===== config.mk =====
export PLATFORM = sky130hd
export DESIGN_NAME = instr_fetch_unit_flat
export DESIGN_NICKNAME = d
export VERILOG_FILES = /design/src/rtl/riscv_pkg.sv /design/src/rtl/instr_fetch_unit_if.sv /design/src/rtl/instr_fetch_unit_fetch_fifo.sv /design/src/rtl/instr_fetch_unit.sv /design/src/flat_wrapper.sv
export SDC_FILE = /design/constraint.sdc
export NUM_CORES = 1
export LEC_CHECK = 0
export ABC_AREA = 1
export BUFFER_PORTS_ARGS = -buffer_cell sky130_fd_sc_hd__buf_2
export CORE_UTILIZATION = 45
export CTS_CLUSTER_DIAMETER = 50
export CTS_CLUSTER_SIZE = 28
export DETAILED_ROUTE_END_ITERATION = 8
export HOLD_SLACK_MARGIN = 0.1
export PLACE_DENSITY = 0.7
export SLEW_MARGIN = 15
export SYNTH_ARGS = -nofsm -noshare
export SYNTH_HDL_FRONTEND = slang
export SYNTH_SLANG_ARGS = --single-unit

===== constraint.sdc =====
create_clock -name clk_i -period 5.3 [get_ports clk_i]
set_clock_uncertainty 0.05 [all_clocks]
set_input_delay 0 -clock clk_i [delete_from_list [all_inputs] [get_ports clk_i]]
set_output_delay 0 -clock clk_i [all_outputs]
set_load 0.01 [all_outputs]

===== src/rtl/riscv_pkg.sv =====
// rtl/riscv_pkg.sv - shared widths, fetch entry type and fetch FSM states
package riscv_pkg;

  localparam int XLEN = 32;
  localparam int ILEN = 32;

  typedef struct packed {
    logic [XLEN-1:0] pc;
    logic [ILEN-1:0] instr;
  } fetch_entry_t;

  typedef enum logic {
    FETCH_IDLE = 1'b0,
    FETCH_REQ  = 1'b1
  } fetch_state_e;

  // Instruction fetches are always word aligned; low two bits are forced to zero.
  function automatic logic [XLEN-1:0] align_word(input logic [XLEN-1:0] addr);
    return addr & ~(XLEN'(3));
  endfunction

endpackage


===== src/rtl/instr_fetch_unit_if.sv =====
// rtl/instr_fetch_unit_if.sv - instruction memory, redirect and decode handshake bundle
interface instr_fetch_unit_if;
  import riscv_pkg::*;

  logic            redirect_i;
  logic [XLEN-1:0] redirect_pc_i;
  logic            imem_req_o;
  logic [XLEN-1:0] imem_addr_o;
  logic            imem_gnt_i;
  logic            imem_rvalid_i;
  logic [ILEN-1:0] imem_rdata_i;
  logic            instr_valid_o;
  logic [ILEN-1:0] instr_o;
  logic [XLEN-1:0] pc_o;
  logic            instr_ready_i;

  modport master (
    input  redirect_i, redirect_pc_i, imem_gnt_i, imem_rvalid_i, imem_rdata_i, instr_ready_i,
    output imem_req_o, imem_addr_o, instr_valid_o, instr_o, pc_o
  );

  modport slave (
    output redirect_i, redirect_pc_i, imem_gnt_i, imem_rvalid_i, imem_rdata_i, instr_ready_i,
    input  imem_req_o, imem_addr_o, instr_valid_o, instr_o, pc_o
  );

endinterface


===== src/rtl/instr_fetch_unit_fetch_fifo.sv =====
// rtl/instr_fetch_unit_fetch_fifo.sv - small synchronous FIFO of {pc, instr} entries with flush
module fetch_fifo
  import riscv_pkg::*;
#(
  parameter int DEPTH = 4,
  localparam int AW = $clog2(DEPTH),
  localparam int CW = $clog2(DEPTH) + 1
) (
  input  logic         clk_i,
  input  logic         rstn_i,
  input  logic         push,
  input  logic         pop,
  input  logic         flush,
  input  fetch_entry_t wdata,
  output fetch_entry_t rdata,
  output logic         full,
  output logic         empty,
  output logic [CW-1:0] count
);

  fetch_entry_t    mem [DEPTH];
  logic [AW-1:0]   wr_ptr;
  logic [AW-1:0]   rd_ptr;
  logic            do_push;
  logic            do_pop;

  assign empty   = (count == '0);
  assign full    = (count == CW'(DEPTH));
  assign do_pop  = pop && !empty;
  assign do_push = push && (!full || do_pop);
  // Head is read straight from storage; an empty FIFO presents zeros rather than stale data.
  assign rdata   = empty ? '0 : mem[rd_ptr];

  // Storage and pointer update; flush discards everything and wins over a same-cycle push.
  always_ff @(posedge clk_i or negedge rstn_i) begin
    if (!rstn_i) begin
      wr_ptr <= '0;
      rd_ptr <= '0;
      count  <= '0;
      for (int i = 0; i < DEPTH; i++) begin
        mem[i] <= '0;
      end
    end else if (flush) begin
      wr_ptr <= '0;
      rd_ptr <= '0;
      count  <= '0;
    end else begin
      if (do_push) begin
        mem[wr_ptr] <= wdata;
        wr_ptr      <= wr_ptr + AW'(1);
      end
      if (do_pop) begin
        rd_ptr <= rd_ptr + AW'(1);
      end
      count <= count + CW'(do_push) - CW'(do_pop);
    end
  end

endmodule


===== src/rtl/instr_fetch_unit.sv =====
// rtl/instr_fetch_unit.sv - fetch front end: credit-limited requests, response buffering, redirect
module instr_fetch_unit
  import riscv_pkg::*;
#(
  parameter int              DEPTH    = 4,
  parameter logic [XLEN-1:0] RESET_PC = '0
) (
  input logic                 clk_i,
  input logic                 rstn_i,
  instr_fetch_unit_if.master  bus
);

  localparam int CW = $clog2(DEPTH) + 1;

  fetch_state_e    state_q, state_d;
  logic [XLEN-1:0] fetch_pc_q, fetch_pc_d;
  logic [XLEN-1:0] rsp_pc_q, rsp_pc_d;
  logic [CW-1:0]   outs_q, outs_d;
  logic [CW-1:0]   discard_q, discard_d;
  logic            redir_pend_q, redir_pend_d;
  logic [XLEN-1:0] redir_pc_q, redir_pc_d;

  logic            req;
  logic            gnt;
  logic            push;
  logic            pop;
  logic            stall_req;
  logic [XLEN-1:0] target;
  logic [CW-1:0]   fifo_count;
  logic [CW-1:0]   count_d;
  logic [CW:0]     occupancy;
  logic            fifo_full;
  logic            fifo_empty;
  fetch_entry_t    push_entry;
  fetch_entry_t    head;

  assign req       = (state_q == FETCH_REQ);
  assign gnt       = req && bus.imem_gnt_i;
  assign stall_req = req && !bus.imem_gnt_i;
  assign target    = align_word(bus.redirect_pc_i);
  assign pop       = !fifo_empty && bus.instr_ready_i;
  // Responses are stale while discard is non-zero, and anything arriving with a redirect is dropped.
  assign push      = bus.imem_rvalid_i && (discard_q == '0) && !bus.redirect_i;
  assign push_entry = '{pc: rsp_pc_q, instr: bus.imem_rdata_i};

  assign bus.imem_req_o    = req;
  assign bus.imem_addr_o   = fetch_pc_q;
  assign bus.instr_valid_o = !fifo_empty;
  assign bus.instr_o       = head.instr;
  assign bus.pc_o          = head.pc;

  fetch_fifo #(.DEPTH(DEPTH)) u_fifo (
    .clk_i  (clk_i),
    .rstn_i (rstn_i),
    .push   (push),
    .pop    (pop),
    .flush  (bus.redirect_i),
    .wdata  (push_entry),
    .rdata  (head),
    .full   (fifo_full),
    .empty  (fifo_empty),
    .count  (fifo_count)
  );

  // Next-state for request FSM, PCs and in-flight bookkeeping.
  always_comb begin
    state_d      = state_q;
    fetch_pc_d   = fetch_pc_q;
    rsp_pc_d     = rsp_pc_q;
    redir_pend_d = redir_pend_q;
    redir_pc_d   = redir_pc_q;
    discard_d    = discard_q;

    outs_d  = outs_q + CW'(gnt) - CW'(bus.imem_rvalid_i);
    count_d = bus.redirect_i ? '0 : (fifo_count + CW'(push) - CW'(pop));
    occupancy = {1'b0, count_d} + {1'b0, outs_d};

    // A request left waiting for gnt cannot move, so a redirect arriving then is parked until it is granted.
    if (bus.redirect_i) begin
      rsp_pc_d  = target;
      discard_d = outs_d + CW'(stall_req);
      if (stall_req) begin
        redir_pend_d = 1'b1;
        redir_pc_d   = target;
      end else begin
        fetch_pc_d   = target;
        redir_pend_d = 1'b0;
      end
    end else begin
      if (bus.imem_rvalid_i && (discard_q != '0)) begin
        discard_d = discard_q - CW'(1);
      end
      if (push) begin
        rsp_pc_d = rsp_pc_q + XLEN'(4);
      end
      if (gnt) begin
        if (redir_pend_q) begin
          fetch_pc_d   = redir_pc_q;
          redir_pend_d = 1'b0;
        end else begin
          fetch_pc_d = fetch_pc_q + XLEN'(4);
        end
      end
    end

    case (state_q)
      FETCH_REQ: begin
        if (gnt) begin
          state_d = (occupancy < (CW+1)'(DEPTH)) ? FETCH_REQ : FETCH_IDLE;
        end
      end
      default: begin
        state_d = (occupancy < (CW+1)'(DEPTH)) ? FETCH_REQ : FETCH_IDLE;
      end
    endcase
  end

  // State register for the FSM and all fetch bookkeeping.
  always_ff @(posedge clk_i or negedge rstn_i) begin
    if (!rstn_i) begin
      state_q      <= FETCH_IDLE;
      fetch_pc_q   <= RESET_PC;
      rsp_pc_q     <= RESET_PC;
      outs_q       <= '0;
      discard_q    <= '0;
      redir_pend_q <= 1'b0;
      redir_pc_q   <= '0;
    end else begin
      state_q      <= state_d;
      fetch_pc_q   <= fetch_pc_d;
      rsp_pc_q     <= rsp_pc_d;
      outs_q       <= outs_d;
      discard_q    <= discard_d;
      redir_pend_q <= redir_pend_d;
      redir_pc_q   <= redir_pc_d;
    end
  end

endmodule


===== src/flat_wrapper.sv =====
// flat-port wrapper written by rule: the top's interface ports become plain ports
module instr_fetch_unit_flat import riscv_pkg::*;
#(
  parameter int              DEPTH    = 4,
  parameter logic [XLEN-1:0] RESET_PC = '0
)
  (clk_i, rstn_i, bus_redirect_i, bus_redirect_pc_i, bus_imem_gnt_i, bus_imem_rvalid_i, bus_imem_rdata_i, bus_instr_ready_i, bus_imem_req_o, bus_imem_addr_o, bus_instr_valid_o, bus_instr_o, bus_pc_o);
  instr_fetch_unit_if bus_i ();
  input logic clk_i;
  input logic rstn_i;
  input wire logic [$bits(bus_i.redirect_i)-1:0] bus_redirect_i;
  input wire logic [$bits(bus_i.redirect_pc_i)-1:0] bus_redirect_pc_i;
  input wire logic [$bits(bus_i.imem_gnt_i)-1:0] bus_imem_gnt_i;
  input wire logic [$bits(bus_i.imem_rvalid_i)-1:0] bus_imem_rvalid_i;
  input wire logic [$bits(bus_i.imem_rdata_i)-1:0] bus_imem_rdata_i;
  input wire logic [$bits(bus_i.instr_ready_i)-1:0] bus_instr_ready_i;
  output wire logic [$bits(bus_i.imem_req_o)-1:0] bus_imem_req_o;
  output wire logic [$bits(bus_i.imem_addr_o)-1:0] bus_imem_addr_o;
  output wire logic [$bits(bus_i.instr_valid_o)-1:0] bus_instr_valid_o;
  output wire logic [$bits(bus_i.instr_o)-1:0] bus_instr_o;
  output wire logic [$bits(bus_i.pc_o)-1:0] bus_pc_o;
  assign bus_i.redirect_i = bus_redirect_i;
  assign bus_i.redirect_pc_i = bus_redirect_pc_i;
  assign bus_i.imem_gnt_i = bus_imem_gnt_i;
  assign bus_i.imem_rvalid_i = bus_imem_rvalid_i;
  assign bus_i.imem_rdata_i = bus_imem_rdata_i;
  assign bus_i.instr_ready_i = bus_instr_ready_i;
  assign bus_imem_req_o = bus_i.imem_req_o;
  assign bus_imem_addr_o = bus_i.imem_addr_o;
  assign bus_instr_valid_o = bus_i.instr_valid_o;
  assign bus_instr_o = bus_i.instr_o;
  assign bus_pc_o = bus_i.pc_o;
  instr_fetch_unit #(.DEPTH(DEPTH), .RESET_PC(RESET_PC)) u_core (.clk_i(clk_i), .rstn_i(rstn_i), .bus(bus_i));
endmodule

-- After elaboration in Yosys (flattened, before gate mapping)
Index checks and enable logic that the tools add are counted.
- logic and storage cells: 92
- bits in registers: 365
- output and inout port bits: 98
- muxes and demuxes: 27
- reduce and logical (&&, ||, !) cells: 25
- add/sub/neg operators: 13
- equality and inequality tests: 2
- bitwise gates (word level): 3
- magnitude comparators: 4
- operators by type and width (operator ; number):
    256-bit bitwise mux ; 1
    64-bit 2-to-1 mux ; 4
    32-bit 2-to-1 mux ; 6
    64-bit binary-select mux with 2-bit select ; 1
    64-bit demux with 2-bit select ; 1
    32-bit by 3-bit adder with 32-bit output, second input constant ; 2
    3-bit by 1-bit adder with 3-bit output ; 4
    3-bit 2-to-1 mux ; 4
    2-bit nonzero test ; 5
    1-bit logical AND ; 9
    3-bit by 1-bit subtractor with 3-bit output ; 3
    2-bit 2-to-1 mux ; 4
    3-bit greater-or-equal comparator, second input constant ; 2
    3-bit zero test ; 2
    1-bit 2-to-1 mux ; 6
    2-bit inverter with 3-bit output ; 2
    2-bit AND reduction ; 3
    2-bit by 1-bit adder with 2-bit output, second input constant ; 2
    3-bit by 3-bit adder with 4-bit output ; 1
    1-bit zero test ; 4
    4-bit by 3-bit < comparator with 1-bit output, second input constant ; 1
    3-bit equality test, second input constant ; 1
    3-bit by 1-bit < comparator with 1-bit output, second input constant ; 1
    3-bit nonzero test ; 1
    other kinds (4) ; 4

-- Depth between registers and ports, before layout
Gate-level depths: netlist of run 1.
- word-level depth: 11
- gate-level depth with buffers: 15

-- Cells and area by module
A second synthesis of run 1 with hierarchy kept.
- cells, all modules: 2529
- area, all modules: 18769.3 um^2
- by module, submodules not included (module ; instances ; area each (um^2) ; cells each):
    fetch_fifo ; 1 ; 12399.4 ; 1633
    instr_fetch_unit ; 1 ; 6369.9 ; 896

-- Worst setup path before layout of run 1
OpenSTA, ideal clock, no wires.
- kind: reg2reg
- from: register u_core.discard_q[0]
- to: register u_core.state_q (netlist: u_core.bus.imem_req_o)
- period minus slack after synthesis: 2816 ps
- path buffers: 0
- library setup time: 83 ps
- cell stages (with the launch flop): 16
- path slack: 2484 ps
- required time: 5167 ps
- data arrival time: 2683 ps
- path through: dfrtp_1 -> inv_1 -> ha_1 -> nand3_4 -> nor2_8 -> clkinv_1 -> ha_1 -> inv_1 -> ha_1 -> fa_1 -> o21ai_0 -> a21oi_1 -> ha_1 -> nor3_1 -> nand2_1 -> o21ai_0
- cells in the longest elaborated chain, start to end: 11
- RTL lines (element ; line ; source):
    start, declared ; instr_fetch_unit.sv:19 ; logic [CW-1:0] discard_q, discard_d;
    start signal, assigned ; instr_fetch_unit.sv:133 ; discard_q <= discard_d;
    3-bit zero test * ; instr_fetch_unit.sv:43 ; assign push = bus.imem_rvalid_i && (discard_q == '0) && !bus.redirect_i;
    1-bit logical AND * (2 in series) ; instr_fetch_unit.sv:43 ;
    3-bit by 1-bit adder with 3-bit output * ; instr_fetch_unit.sv:75 ; count_d = bus.redirect_i ? '0 : (fifo_count + CW'(push) - CW'(pop));
    3-bit by 1-bit subtractor with 3-bit output * ; instr_fetch_unit.sv:75 ;
    3-bit 2-to-1 mux * ; instr_fetch_unit.sv:75 ;
    3-bit by 3-bit adder with 4-bit output * ; instr_fetch_unit.sv:76 ; occupancy = {1'b0, count_d} + {1'b0, outs_d};
    4-bit by 3-bit < comparator with 1-bit output * ; instr_fetch_unit.sv:109, instr_fetch_unit.sv:113 ;
    1-bit 2-to-1 mux * ; instr_fetch_unit.sv:109, instr_fetch_unit.sv:113 ;
    1-bit 2-to-1 mux ; instr_fetch_unit.sv:108 ; if (gnt) begin
    1-bit 2-to-1 mux * ; instr_fetch_unit.sv:106 ; case (state_q)
    via u_core.state_d ; instr_fetch_unit.sv:15 ; fetch_state_e state_q, state_d;
    end signal, assigned ; instr_fetch_unit.sv:129 ; state_q <= state_d;
    end, declared ; instr_fetch_unit.sv:15 ;
Mark *: on every way through the listed nets, which the timed path passes. The rest lies on a longest branch.
A chain may end at the register's enable or synchronous reset.

-- Worst setup path in the final report of run 1
Ends and elaborated chain as after synthesis.

==> metrics.cfg, run 1 <==
[run_status]
status=finished, final reports clean

[sta]
finalHoldViolations=0
layout_worst_path_cycle_share_pct=63.8
max_slew.worst_pin.slew_ns=1.13
setup-violations-final=0
fin_tns_setup_ns=0
fin_crit_ns=3.38
slew_viol_final=0
maxClockFrequency_mhz=296
unrepaired_setup_endpoints_after_global_routing=no
slew_headroom_pct=24.3

[floorplanning]
floorplan.die.height_um=202
die-width_um=202
start_util_pct=46.1
core_region_area_um2=39100
placement_rows=72
floorplan.io_pins=168
dieArea_um2=40900

[layout]
non_filler_cells_final=2853
area.growth.synth_to_final_pct=17.3
final_layout_size_suffix_gt1_share_pct=14.9
antenna_cells=0
design.final.nets=2396

[worst_setup_path]
arrival_ns=3.80
timing.critical_path.from=u_core.discard_q[0]$_DFFE_PN0P_
endpoint_kind=register
reg2reg_from=u_core.discard_q[0]$_DFFE_PN0P_
required_time_of_the_critical_path_ns=5.71
timing.critical_path.from_type=register
worst-setup-path-type=reg -> reg
worst-path-max-fanout=19

[grt]
globalRouteTotalUtil_pct=24.3
wire_length_of_the_first_global_routing_pass_um=79800
via_count_of_the_first_global_routing_pass=15102
grt_start_max_net_pins=177
global_route.overflow_total=0
antenna_found_initial=0

[routing]
detail_route.iter0.violations=1202
drtAntennaViolNets=0
avgRoutedWirePerCell_um=17.2
route.layer.met1.wl_um=21900
num_vias=15392
met3RoutedLength_um=2940
met2_length_um=23400
drc_errors=0
dr.pass1.iters=6
highest_layer=met4
wl_um=49100
routed_via_density=5.40

[place]
place.detailed.hpwl_um=30700
place_congestion=0.874
port-buffer-count=161
total_instance_count_after_detailed_placement=2712

[synthesis]
post-synth-top-area-fraction_pct=49.0
syn_area_per_cell_um2=8.41
seq_area_frac_synth_pct=49.0
summed_instance_area_of_the_synthesized_netlist_um2=18000
synthesis.instances=2144
synth_cell_type_count=40
synth_area_leaders=sky130_fd_sc_hd__dfrtp_1, sky130_fd_sc_hd__nand2_1, sky130_fd_sc_hd__o21ai_0
ff_latch_count_synth=353
netlist.top_cell.by_area=sky130_fd_sc_hd__dfrtp_1
synth-warning-count=0

[clock_tree]
worst_setup_hold_path_clk_slew_ns=0.07
cts.sinks=353
cts_post_setup_buffers_inserted=0
cts_root_buf=sky130_fd_sc_hd__clkbuf_16
insertion_delay_ns=0.55
clk_path_buf_depth=3
cells_resized_by_post_cts_repair=0
cts_htree_levels=2
clock_tree_from_tritoncts=built
cts_buffers=40

[run]
timing.max_cap.violations=0

[hold_path]
timing.hold.worst.class=in -> reg
hold_path_startpoint=bus_imem_gnt_i

[power_and_ir_drop]
power_per_cell_area_nw_per_um2=512
p_leak_nw=10.0
ir_worst_vdd_v=0.000284

==> per-layer routing <==
metal | GRT usage (%) | vias to the layer above
li1 | - | 7349
met1 | 33.3 | 7529
met2 | 40.0 | 449
met3 | 3.76 | 65
met4 | 6.55 | 0
met5 | 0 | -
==> through the flow <==
stage / total power, mW / hold WS (ns) / util [%] / setup WS [ns] / instance area [um^2]
CTS: 10.9 / 0.150 / 54.1 / 1.91 / 21100
finish: 10.8 / 0.178 / 54.1 / 1.92 / 21100
global route: 11.5 / 0.180 / 54.1 / 1.64 / 21100
floorplan: 6.36 / -0.346 / - / 2.48 / 18000
global placement: 7.71 / -0.0562 / 48.6 / 1.97 / 19000
detailed placement: 7.83 / -0.0541 / 48.6 / 1.92 / 19000
==> sequential cells by signal, summed over array words and instances (netlist names) <==
signal                  count
u_core.u_fifo.mem         248
u_core.u_fifo.wr_ptr        2
u_core.discard_q            3
u_core.rsp_pc_q            30
u_core.redir_pend_q         1
u_core.bus.imem_req_o       1
u_core.u_fifo.rd_ptr        2
u_core.redir_pc_q          30
u_core.u_fifo.count         3
u_core.outs_q               3
u_core.bus.imem_addr_o     30
==> power by group <==
| group | total [mW] | switching, mW | internal (mW) | leakage (nW) |
|---|---|---|---|---|
| combinational | 3.87 | 2.42 | 1.45 | 5.33 |
| clock | 2.96 | 1.19 | 1.77 | 0.691 |
| sequential | 3.99 | 0.580 | 3.41 | 3.98 |
| total | 10.8 | 4.19 | 6.63 | 10.0 |
==> cell usage in the layout (no fill, tap or decap), types with 3 or more instances in the layout <==
| cell type | count |
|---|---|
| sky130_fd_sc_hd__nand2_1 | 414 |
| sky130_fd_sc_hd__dfrtp_1 | 351 |
| sky130_fd_sc_hd__o21ai_0 | 251 |
| sky130_fd_sc_hd__a21oi_1 | 233 |
| sky130_fd_sc_hd__inv_1 | 224 |
| sky130_fd_sc_hd__nor2_1 | 163 |
| sky130_fd_sc_hd__buf_2 | 160 |
| sky130_fd_sc_hd__mux2_2 | 78 |
| sky130_fd_sc_hd__dlygate4sd3_1 | 68 |
| sky130_fd_sc_hd__nand3_1 | 66 |
| sky130_fd_sc_hd__o21a_1 | 44 |
| sky130_fd_sc_hd__clkbuf_16 | 41 |
| sky130_fd_sc_hd__o21ai_1 | 39 |
| sky130_fd_sc_hd__mux2_1 | 32 |
| sky130_fd_sc_hd__xor2_1 | 18 |
| sky130_fd_sc_hd__ha_1 | 18 |
| sky130_fd_sc_hd__buf_4 | 15 |
| sky130_fd_sc_hd__o211ai_1 | 11 |
| sky130_fd_sc_hd__nand4_1 | 9 |
| sky130_fd_sc_hd__xnor2_1 | 8 |
| sky130_fd_sc_hd__nor2_4 | 7 |
| sky130_fd_sc_hd__nor3_1 | 7 |
| sky130_fd_sc_hd__a31oi_1 | 7 |
| sky130_fd_sc_hd__inv_6 | 7 |
| sky130_fd_sc_hd__clkinv_2 | 6 |
| sky130_fd_sc_hd__bufinv_16 | 6 |
| sky130_fd_sc_hd__inv_2 | 5 |
| sky130_fd_sc_hd__a22oi_1 | 5 |
| sky130_fd_sc_hd__conb_1 | 4 |
| sky130_fd_sc_hd__clkbuf_1 | 4 |
| sky130_fd_sc_hd__o221ai_1 | 3 |
| sky130_fd_sc_hd__fa_1 | 3 |
| sky130_fd_sc_hd__buf_12 | 3 |
==> kinds of logic (layout without fill, tap and decap cells) <==
family | after synthesis | count (layout) | share of synthesized area, %
xor gates and xnor gates | 26 | 26 | 1.26
other | 1 | 4 | 0.0208
muxes | 110 | 110 | 6.87
buffers and inverters | 364 | 552 | 8.56
DFF | 353 | 353 | 49.0
and+or+nand+nor | 674 | 674 | 15.2
adders and majority gates | 21 | 21 | 1.58
AOI/OAI and AO/OA | 595 | 595 | 17.5
==> cells in the mapped netlist <==
cell type / instances
sky130_fd_sc_hd__o211ai_1: 11
sky130_fd_sc_hd__mux2_2: 78
sky130_fd_sc_hd__buf_6: 5
sky130_fd_sc_hd__nand3_4: 1
sky130_fd_sc_hd__nand2_4: 1
sky130_fd_sc_hd__a22oi_1: 5
sky130_fd_sc_hd__nand2_2: 2
sky130_fd_sc_hd__o21ai_2: 1
sky130_fd_sc_hd__conb_1: 1
sky130_fd_sc_hd__a21oi_1: 233
sky130_fd_sc_hd__nor2_8: 1
sky130_fd_sc_hd__fa_1: 3
sky130_fd_sc_hd__o21ai_0: 251
sky130_fd_sc_hd__nand3_1: 66
sky130_fd_sc_hd__inv_1: 225
sky130_fd_sc_hd__o21ai_1: 39
sky130_fd_sc_hd__buf_2: 24
sky130_fd_sc_hd__mux2_1: 32
sky130_fd_sc_hd__xor2_1: 18
sky130_fd_sc_hd__o221ai_1: 3
sky130_fd_sc_hd__nand2_1: 414
sky130_fd_sc_hd__clkinv_1: 2
sky130_fd_sc_hd__clkbuf_1: 52
sky130_fd_sc_hd__buf_1: 24
sky130_fd_sc_hd__o21bai_1: 1
sky130_fd_sc_hd__buf_8: 1
sky130_fd_sc_hd__ha_1: 18
sky130_fd_sc_hd__nor2_4: 6
sky130_fd_sc_hd__a31oi_1: 7
sky130_fd_sc_hd__nor3_1: 7
sky130_fd_sc_hd__nand3b_1: 1
sky130_fd_sc_hd__dfrtp_1: 353
sky130_fd_sc_hd__inv_2: 5
sky130_fd_sc_hd__buf_4: 26
sky130_fd_sc_hd__o21a_1: 44
sky130_fd_sc_hd__nor2_1: 164
sky130_fd_sc_hd__xnor2_1: 8
sky130_fd_sc_hd__nor3_2: 1
sky130_fd_sc_hd__nor2_2: 1
sky130_fd_sc_hd__nand4_1: 9
==> critical path, cell delays in order, from the launching register on <==
cell and delay [ns]:
sky130_fd_sc_hd__dfrtp_1 0.38, sky130_fd_sc_hd__inv_1 0.10, sky130_fd_sc_hd__ha_1 0.22, sky130_fd_sc_hd__nand3_4 0.13, sky130_fd_sc_hd__nor2_8 0.31, sky130_fd_sc_hd__clkinv_1 0.32
sky130_fd_sc_hd__ha_1 0.37, sky130_fd_sc_hd__inv_1 0.05, sky130_fd_sc_hd__ha_1 0.18, sky130_fd_sc_hd__fa_1 0.38, sky130_fd_sc_hd__o21ai_0 0.19, sky130_fd_sc_hd__a21oi_1 0.06
sky130_fd_sc_hd__ha_1 0.26, sky130_fd_sc_hd__nor3_1 0.14, sky130_fd_sc_hd__nand2_1 0.07, sky130_fd_sc_hd__o21ai_0 0.07
==> worst paths after layout <==
check / end / slack, ns / depth (start not counted)
worst min register to register: u_core.u_fifo.mem[30]$_DFFE_PN0P_ / 0.43 / 1
max in group asynchronous: u_core.u_fifo.rd_ptr[0]$_DFFE_PN0P_ / 3.55 / 4
worst max-delay path: u_core.bus.imem_req_o$_DFF_PN0_ / 1.92 / 15
min in group asynchronous: u_core.u_fifo.mem[215]$_DFFE_PN0P_ / 0.58 / 4
worst max register to register: u_core.bus.imem_req_o$_DFF_PN0_ / 1.92 / 15
worst min-delay path: u_core.bus.imem_req_o$_DFF_PN0_ / 0.18 / 3
==> area by class of cell <==
class	count	area [um^2]
well taps	518	648
clock inverters	25	345
flip-flops and latches	353	8840
multi-input cells	1430	7670
fillers	3586	18000
inverters	232	872
repair buffers	248	1700
clock buffers	47	1070
==> timing repair <==
item / 4_1_cts / 5_1_grt
setup endpoints to repair: 0 / 0
hold endpoints to repair: 416 / 0
hold buffers: 69 / 0
Note: power is estimated with default switching activity, not from simulation.
==> run 2: changes to the inputs <==
--- a/config.mk
+++ b/config.mk
@@ -12,7 +12,7 @@
 export CTS_CLUSTER_SIZE = 28
 export DETAILED_ROUTE_END_ITERATION = 8
 export HOLD_SLACK_MARGIN = 0.1
-export PLACE_DENSITY = 0.7
+export PLACE_DENSITY = 0.73
 export SLEW_MARGIN = 15
 export SYNTH_ARGS = -nofsm -noshare
 export SYNTH_HDL_FRONTEND = slang
==> constraint.sdc (replaced) <==
create_clock -name clk_i -period 2.8 [get_ports clk_i]
set_clock_uncertainty 0.05 [all_clocks]
set_input_delay 0 -clock clk_i [delete_from_list [all_inputs] [get_ports clk_i]]
set_output_delay 0 -clock clk_i [all_outputs]
set_load 0.01 [all_outputs]
==> run 2 against run 1 <==
Worst hold slack got worse by 0.0039 ns. Utilization rose by 0.34 points. Register-to-register slack got worse by 1.8 ns. Critical endpoint unchanged. Combinational power increased by 91%. Critical path type unchanged.
==> metrics.cfg, run 2 (synthesis gave the netlist of run 1 again) <==
[run_status]
status=finished, final reports clean

[floorplanning]
die-width_um=202  ; unchanged
start_util_pct=46.1  ; unchanged
dieArea_um2=40900  ; unchanged
floorplan.die.height_um=202  ; unchanged
floorplan.io_pins=168  ; unchanged
placement_rows=72  ; unchanged
core_region_area_um2=39100  ; unchanged

[grt]
via_count_of_the_first_global_routing_pass=15394  ; +1.9%
grt_start_max_net_pins=125  ; -29%
wire_length_of_the_first_global_routing_pass_um=80000  ; +0.30%
antenna_found_initial=0  ; unchanged
globalRouteTotalUtil_pct=24.2  ; -0.043 points
global_route.overflow_total=0  ; unchanged

[hold_path]
timing.hold.worst.class=in -> reg

[run]
timing.max_cap.violations=0  ; unchanged

[worst_setup_path]
critical-path-slowest-cell=sky130_fd_sc_hd__fa_1
path_cells=inv_2, ha_4, nand3_4, nor2_8, clkinv_2, ha_1, inv_1, ha_1, fa_1, inv_1, nor2_1, ha_1, nand4_1, nand2_1, o21ai_0
endpoint_kind=register
timing.critical_path.from_type=register
cell_with_the_most_instances_on_the_worst_path=sky130_fd_sc_hd__ha_1
worst-setup-path-type=reg -> reg
required_time_of_the_critical_path_ns=3.17  ; -2.54 ns
arrival_ns=3.03  ; -0.77 ns
cp_num_buf_inv=4  ; +1
critical_path.top_delay_family=adder cells
timing.critical_path.slowest_cell_delay_ns=0.44  ; +0.06 ns
worst-path-max-fanout=2  ; -17

[routing]
wl_um=49100  ; about the same
drtAntennaViolNets=0  ; unchanged
routed_via_density=5.44  ; +0.75%
detail_route.iter0.violations=1268  ; +5.5%
drc_errors=0  ; unchanged
dr.pass1.iters=7  ; +1
num_vias=15584  ; +1.2%
avgRoutedWirePerCell_um=17.1  ; -0.57%

[layout]
layout.filler_cells=3587  ; +0.028%
non_filler_cells_final=2867  ; +0.49%
registers.top_by_ff_count=u_core.u_fifo.mem
final_layout_size_suffix_gt1_share_pct=15.6  ; +0.68 points
layout_commonest_cell=sky130_fd_sc_hd__nand2_1
final_cell_mix=sky130_fd_sc_hd__nand2_1, sky130_fd_sc_hd__dfrtp_1, sky130_fd_sc_hd__o21ai_0, sky130_fd_sc_hd__a21oi_1, sky130_fd_sc_hd__inv_1
design.final.nets=2411  ; +0.63%
largest_register_ffs=248  ; unchanged
area.growth.synth_to_final_pct=18.0
antenna_cells=0  ; unchanged

[clock_tree]
cts_root_buf=sky130_fd_sc_hd__clkbuf_16
insertion_delay_ns=0.55  ; about the same
cts_buffers=37  ; -7.5%
clk_path_buf_depth=3  ; unchanged
worst_setup_hold_path_clk_slew_ns=0.07  ; about the same
cts.sinks=353  ; unchanged
cts_htree_levels=2  ; unchanged
clock_tree_from_tritoncts=built

[sta]
finalHoldWorstSlack_ns=0.174  ; -0.00389 ns
maxClockFrequency_mhz=377  ; +28%
unrepaired_setup_endpoints_after_global_routing=no
fin_tns_setup_ns=0  ; unchanged
layout_worst_path_cycle_share_pct=94.7  ; +31 points
fin_crit_ns=2.65  ; -0.732 ns
slew_viol_final=0  ; unchanged
slew_headroom_pct=40.5  ; +16 points
max_slew.worst_pin.slew_ns=0.892  ; -0.241 ns
setup-violations-final=0  ; unchanged
finalHoldViolations=0  ; unchanged

[power_and_ir_drop]
p_leak_nw=10.1  ; +0.60%
ir_worst_vdd_v=0.000650  ; +130%
power_per_cell_area_nw_per_um2=950  ; +86%

[place]
place.detailed.hpwl_um=31400  ; +2.2%
port-buffer-count=161  ; unchanged
total_instance_count_after_detailed_placement=2726  ; +0.52%
place_congestion=0.891  ; +1.9%

-- run 2: tightest hold or removal path, stage by stage --
cell	delay, ns
sky130_fd_sc_hd__dlygate4sd3_1	0.52
sky130_fd_sc_hd__buf_2	0.12
sky130_fd_sc_hd__o21ai_0	0.08
-- run 2: final cells by class --
cell class	instances	area (um^2)	share of cell area (%)
clock buffers	45	1050	4.93
inverters	232	873	4.10
repair buffers	266	1910	9.00
multi-input cells	1430	7680	36.1
flip-flops and latches	353	8840	41.5
clock inverters	23	268	1.26
well taps	518	648	3.05
-- run 2: what timing repair did --
item,CTS,global route
endpoints found under the hold margin,583,0
hold buffers,72,0
setup buffers,0,1
endpoints found under the setup margin,0,2
gates resized for setup,0,5
-- run 2: where the power goes --
group	leakage [nW]	switching, mW	total, mW	internal [mW]
clock network	0.645	2.34	5.24	2.90
logic	5.44	4.55	7.40	2.85
registers	3.98	1.13	7.58	6.45
-- run 2: final timing paths --
path                                              startpoint                                 to  slack [ns]  cells past startpoint
min                                           bus_imem_gnt_i    u_core.bus.imem_req_o$_DFF_PN0_        0.17                      3
max reg2reg                  u_core.discard_q[0]$_DFFE_PN0P_    u_core.bus.imem_req_o$_DFF_PN0_        0.15                     15
max                          u_core.discard_q[0]$_DFFE_PN0P_    u_core.bus.imem_req_o$_DFF_PN0_        0.15                     15
min in group asynchronous                             rstn_i  u_core.u_fifo.mem[92]$_DFFE_PN0P_        0.60                      4
min reg2reg                u_core.u_fifo.mem[37]$_DFFE_PN0P_  u_core.u_fifo.mem[37]$_DFFE_PN0P_        0.43                      1
max in group asynchronous                             rstn_i    u_core.rsp_pc_q[22]$_DFFE_PN0N_        1.63                      4
-- run 2: routing by layer --
| layer | vias to the layer above | GRT usage (%) | routed length [um] |
|---|---|---|---|
| met1 | 7557 | 33.3 | 21800 |
| met4 | 0 | 8.32 | 1240 |
| met5 | - | 0 | 0 |
| li1 | 7372 | - | - |
| met2 | 566 | 39.3 | 22800 |
| met3 | 89 | 3.40 | 3220 |
-- run 2: through the flow --
stage	setup slack (ns)	area [um^2]	utilization, %	total power, mW
global route	0.0176	21300	54.4	21.6
detailed placement	0.0217	19200	49.1	14.9
floorplan	0.0671	18000	-	12.0
CTS	0.0186	21300	54.4	20.3
global placement	0.0862	19200	49.1	14.7
finish	0.148	21300	54.4	20.2
